`src/rtl/mem_arbiter.sv`:
```
// Two-requester round-robin arbiter in front of a single memory controller.
// Each grant runs IDLE -> ISSUE -> DONE and returns a one-cycle ack to its owner.
module mem_arbiter #(
  parameter int unsigned ADDR_BITS = 2
) (
  input  logic                 clock,
  input  logic                 reset,
  input  logic                 req0,
  input  logic                 req1,
  input  logic                 we0,
  input  logic                 we1,
  input  logic [ADDR_BITS-1:0] addr0,
  input  logic [ADDR_BITS-1:0] addr1,
  input  logic [7:0]           wdata0,
  input  logic [7:0]           wdata1,
  output logic                 ack0,
  output logic                 ack1,
  output logic [7:0]           rdata0,
  output logic [7:0]           rdata1,
  output logic                 busy,
  output logic [ADDR_BITS-1:0] mc_addr,
  output logic [7:0]           mc_data,
  output logic [3:0]           mc_inst,
  input  logic [7:0]           mc_data_out
);

  localparam int unsigned DATA_W = 8;
  localparam int unsigned INST_W = 4;
  localparam logic [INST_W-1:0] INST_IDLE  = INST_W'(0);
  localparam logic [INST_W-1:0] INST_WRITE = INST_W'(1);
  localparam logic [INST_W-1:0] INST_READ  = INST_W'(2);

  typedef enum logic [1:0] {
    IDLE  = 2'd0,
    ISSUE = 2'd1,
    DONE  = 2'd2
  } state_t;

  state_t state_q, state_d;
  logic   owner_q;       // 1 = requester 1 owns the transaction in flight
  logic   last_grant_q;  // 1 = requester 1 was granted most recently
  logic   we_q;
  logic   elig0_c, elig1_c, pick1_c, grant_c;

  // State register
  always_ff @(posedge clock) begin
    if (!reset) begin
      state_q <= IDLE;
    end else begin
      state_q <= state_d;
    end
  end

  // Next state, grant selection and opcode; opcode is gated by reset so an
  // interrupted ISSUE never reaches the controller.
  always_comb begin
    state_d = state_q;
    grant_c = 1'b0;
    mc_inst = INST_IDLE;
    elig0_c = req0 & ~ack0;
    elig1_c = req1 & ~ack1;
    pick1_c = elig1_c & (~elig0_c | ~last_grant_q);
    case (state_q)
      IDLE: begin
        if (elig0_c | elig1_c) begin
          grant_c = 1'b1;
          state_d = ISSUE;
        end
      end
      ISSUE: begin
        state_d = DONE;
        if (reset) begin
          mc_inst = we_q ? INST_WRITE : INST_READ;
        end
      end
      DONE: begin
        state_d = IDLE;
      end
      default: begin
        state_d = IDLE;
      end
    endcase
  end

  // Request latch, ack pulse and read-data capture
  always_ff @(posedge clock) begin
    if (!reset) begin
      owner_q      <= 1'b0;
      last_grant_q <= 1'b1;
      we_q         <= 1'b0;
      mc_addr      <= '0;
      mc_data      <= DATA_W'(0);
      ack0         <= 1'b0;
      ack1         <= 1'b0;
      rdata0       <= DATA_W'(0);
      rdata1       <= DATA_W'(0);
    end else begin
      ack0 <= 1'b0;
      ack1 <= 1'b0;
      if (grant_c) begin
        owner_q      <= pick1_c;
        last_grant_q <= pick1_c;
        we_q         <= pick1_c ? we1 : we0;
        mc_addr      <= pick1_c ? addr1 : addr0;
        mc_data      <= pick1_c ? wdata1 : wdata0;
      end
      if (state_q == DONE) begin
        if (owner_q) begin
          ack1 <= 1'b1;
          if (!we_q) rdata1 <= mc_data_out;
        end else begin
          ack0 <= 1'b1;
          if (!we_q) rdata0 <= mc_data_out;
        end
      end
    end
  end

  assign busy = (state_q != IDLE);

endmodule

```
`config.mk`:
```
export PLATFORM = sky130hd
export DESIGN_NAME = mem_arbiter
export DESIGN_NICKNAME = d
export VERILOG_FILES = /design/src/rtl/mem_arbiter.sv
export SDC_FILE = /design/constraint.sdc
export NUM_CORES = 1
export LEC_CHECK = 0
export CORE_MARGIN = 3
export CORE_UTILIZATION = 39
export CTS_CLUSTER_DIAMETER = 200
export CTS_CLUSTER_SIZE = 14
export DETAILED_ROUTE_END_ITERATION = 8
export PLACE_DENSITY = 0.88
export SLEW_MARGIN = 10
export SYNTH_ARGS = -nofsm -noshare
export SYNTH_HDL_FRONTEND = slang
export SYNTH_SLANG_ARGS = --single-unit
```
`constraint.sdc`:
```
create_clock -name clock -period 1.5 [get_ports clock]
set_input_delay 0.225 -clock clock [delete_from_list [all_inputs] [get_ports clock]]
set_output_delay 0.225 -clock clock [all_outputs]
set_load 0.005 [all_outputs]
```
==> summary.md <==
| Metric | Value |
|---|---|
| Run status | finished clean |
| Leak pwr | between 0.8 and 0.9 nW |
| Total instance count after detailed placement | between 200 and 300 |
| Cell repeated most along the worst path | sky130_fd_sc_hd__buf_4 |
| Hold violation count in the final report | 0 |
| Post-route minimum period | around 1.5 ns |
| Worst R2R Setup Slack | approximately 0.045 ns |
| Length of the first detailed-routing pass in iterations | 4 |
| Worst Hold Launch | reset |
| Fraction of final layout cells with drive strength greater than 1 | around 14% |
| Via count of the first global-routing pass | roughly 1300 |
| Cell-by-cell trace of the critical path | nand2_4 -> nor2_4 -> buf_4 -> buf_4 -> buf_4 -> buf_4 -> buf_6 -> buf_6 -> buf_6 -> buf_4 |
| Cell at the slowest stage of the critical path | sky130_fd_sc_hd__dfxtp_4 |
| Number of rows in the core area | 20 |
| Buffer type at the clock tree root | sky130_fd_sc_hd__clkbuf_4 |
| Worst flop-to-flop path startpoint | state_q[0] |
| Worst clock skew on the final layout | about 0.0067 ns |
| Fraction of synthesized area in multiplexers | 5.95% |
| Final setup violating endpoints | 0 |
| Gr usage total | a little under a fifth |
| Core Area | between 0.003 and 0.004 sq mm |
| Power, Total | 1.89 mW |
| Number of levels in the clock H-tree | 2 |
| WL final | 3.80 mm |
| Antenna cell count | 0 |
| Category of the critical setup timing path | reg2reg |
| Post-CTS Hold Fix Bufs | 0 |
| Port Buf Inserts | 64 |
| Main synth FF type | sky130_fd_sc_hd__dfxtp_1 |
| Total power divided by cell area | approximately 860 mW/mm^2 |
| Library cell with the largest summed area after synthesis | sky130_fd_sc_hd__dfxtp_1 |
| Design area | between 0.002 and 0.0025 sq mm |
| Share of the synthesized area in the top cell type | between 40% and 50% |
| Cell area after technology mapping | between 0.001 and 0.0015 sq mm |
| Total clock buffers created by CTS | 5 |
| Largest stage delay on the critical path | 0.37 ns |
| Worst min path class | in2reg |
| Vertical die dimension | around 65 um |
| Net switching power of the design | approximately 0.48 mW |
| Fill count | 254 |
| Maximum net fanout on the critical path | 4 |
| Overflow after GRT | 0 |
| Clock slew at reported path FFs | around 0.1 ns |
| Number of instances on the worst hold path | 3 |
| Post-Synth Simple-Gate Area | roughly 25% |
| Share of the clock period used by the worst path after layout | a little over nine tenths |
| Largest net degree at the start of global routing | 33 |
| Most frequent cell after synthesis | sky130_fd_sc_hd__nand2_1 |
| Half-perimeter wire length after detailed placement | around 2.6 mm |
| Worst path arrival time | about 1.7 ns |
| Initial Util | between 40% and 50% |
| Max_cap viols | 0 |
| Number of pins with negative max-slew slack in the final report | 0 |
| DRC Markers | 0 |
| Clock Power Share | approximately a quarter |
| Via density | 4.87 |
| Final cell count without fillers | 272 |
| Antenna-violating nets left | 0 |
| Global-route wire length before repair | about 6.1 mm |
| Number of antenna violations at the first check in global routing | 0 |
| Cell area after placement | 0.00203 sq mm |
| Final net count | around 260 |
| End point of the most critical hold path | last_grant_q |
| Main combinational cell family by area after synthesis | simple AND/OR/NAND/NOR gates |
| Synth top area cells | sky130_fd_sc_hd__dfxtp_1 49%, sky130_fd_sc_hd__nand2_1 11%, sky130_fd_sc_hd__mux2i_1 5.9% |
| Adder-cell share of the synthesized area | 0% |
| Routed vias | roughly 1300 |
| TritonCTS clock tree | done |
| Startpoint type of the worst setup path | flip-flop |
| F_max | 0.687 GHz |
| EDFF count, synth | 0 |
| Internal power consumption | between 1 and 1.5 mW |
| Synthesized area divided by synthesized cell count | ~8.9 sq um |
| Die width | 64.8 um |
| Buffer depth of the longest clock path | 2 |
| Final worst hold slack | approximately 0.44 ns |
| Count of synthesis-stage warnings from yosys | 0 |
| Avg WL per Cell | approximately 14 um |
| CP Data Required Time | ~1.7 ns |
| Final Wtd Congestion | approximately 0.75 |
| Path depth of the worst reg2reg path | 10 |
| Endpoint of the worst-slack reg-to-reg timing path | state_q[1] |
| Area enclosed by the die boundary | about 0.0042 sq mm |
| Post-synth top cells | 41 x sky130_fd_sc_hd__nand2_1, 33 x sky130_fd_sc_hd__dfxtp_1, 11 x sky130_fd_sc_hd__a31oi_1 |
| Area fraction in compound gates after synthesis | around 15% |
| Net Sw Frac | roughly 25% |
| Number of standard cells after synthesis | around 150 |
| Fraction of registers with async set/reset | 0% |
| Number of synthesized register bits | 33 |
| Part of the total power dissipated in combinational logic | around 22% |
| Area growth from synthesis to layout | 64.2% |
| Sequential area share after synthesis | between 40% and 50% |
| Worst ir drop on vdd | around 0.54 mV |
| Clock net sink count | 33 |
| Portion of total power attributed to sequential cells | 51.5% |
| Clk_lat worst skew | 0.32 ns |
| RSZ-0062 raised after global routing | false |
| Critical Path Sink Type | flip-flop |
| Fraction of synthesized cell area in xor and xnor cells | 0% |
| Distinct cells, synth | 27 |
| Number of design-rule violations left by the first detailed-router iteration | 43 |
| Number of I/O pins | 67 |
[routing by layer]
metal | GRT usage [%] | wire [um] | vias to the layer above
met5 | 0 | 0 | -
met4 | 10.3 | 109 | 0
met3 | 3.99 | 158 | 11
met2 | 31.4 | 1960 | 38
met1 | 22.9 | 1570 | 615
li1 | - | - | 660
[worst max-delay path by stage]
stage	startpoint	endpoint	slack (ns)
floorplan	we_q	rdata0[0]	0.28
global placement	reset	mc_inst[0]	-0.22
detailed placement	reset	mc_inst[0]	-0.24
CTS	state_q[0]	state_q[1]	-0.10
global route	state_q[1]	busy	0.001
finish	state_q[0]	state_q[1]	0.04
[kinds of logic after synthesis]
family | after synthesis
compound gates | 32
flops | 33
simple gates | 66
buf+inv | 11
mux | 8
other cells | 1
[power by group through the flow]
stage | registers (mW) | clock network, mW | logic [mW]
4_1_cts | 0.970 | 0.508 | 0.415
5_1_grt | 0.982 | 0.548 | 0.458
3_3_place_gp | 0.987 | 0 | 0.379
2_1_floorplan | 0.988 | 0 | 0.159
3_5_place_dp | 0.990 | 0 | 0.387
6_report | 0.974 | 0.496 | 0.423
[placed cells by master (no fill, tap or decap), drive strengths merged, types with 3 or more instances in the layout]
cell           instances
a21boi                 9
clkdlybuf4s50         60
dfxtp                 33
buf                   16
mux2i                  8
clkbuf                 8
nand2                 41
nor2b                 10
a31oi                 11
and2                   3
o21ai                 11
[registers in the layout (all words and copies together), names as in the netlist]
register and count:
mc_addr 2, ack1 1, mc_data 8, owner_q 1, rdata1 8, state_q 2
rdata0 8, ack0 1, last_grant_q 1, we_q 1
[timing repair]
item	CTS	global route
gates cloned	0	0
pin swaps	1	1
buffers inserted	11	1
gates resized for setup	11	10
hold endpoints to repair	0	0
endpoints found under the setup margin	3	10
[through the flow]
stage	utilization, %	TNS [ns]	worst slack, ns
2_1_floorplan	-	0	0.278
3_3_place_gp	64.0	-1.04	-0.216
3_5_place_dp	64.0	-1.62	-0.245
4_1_cts	68.8	-0.101	-0.101
5_1_grt	69.6	0	0.00122
6_report	69.6	0	0.0448
[worst max-delay path, delay by kind of cell (launching register included)]
kind	cells	cell delay, ns
and+or+nand+nor	2	0.10
buffers and inverters	8	0.89
DFF	1	0.37
[cell type report]
class | instances | area, sq um | area share (%)
sequential | 33 | 669 | 30.3
multi-input combinational | 108 | 652 | 29.5
timing repair buffer | 80 | 779 | 35.3
clock buffer | 7 | 55.1 | 2.49
tap | 44 | 55.1 | 2.49
No activity file was read; power rests on OpenSTA's default activity.
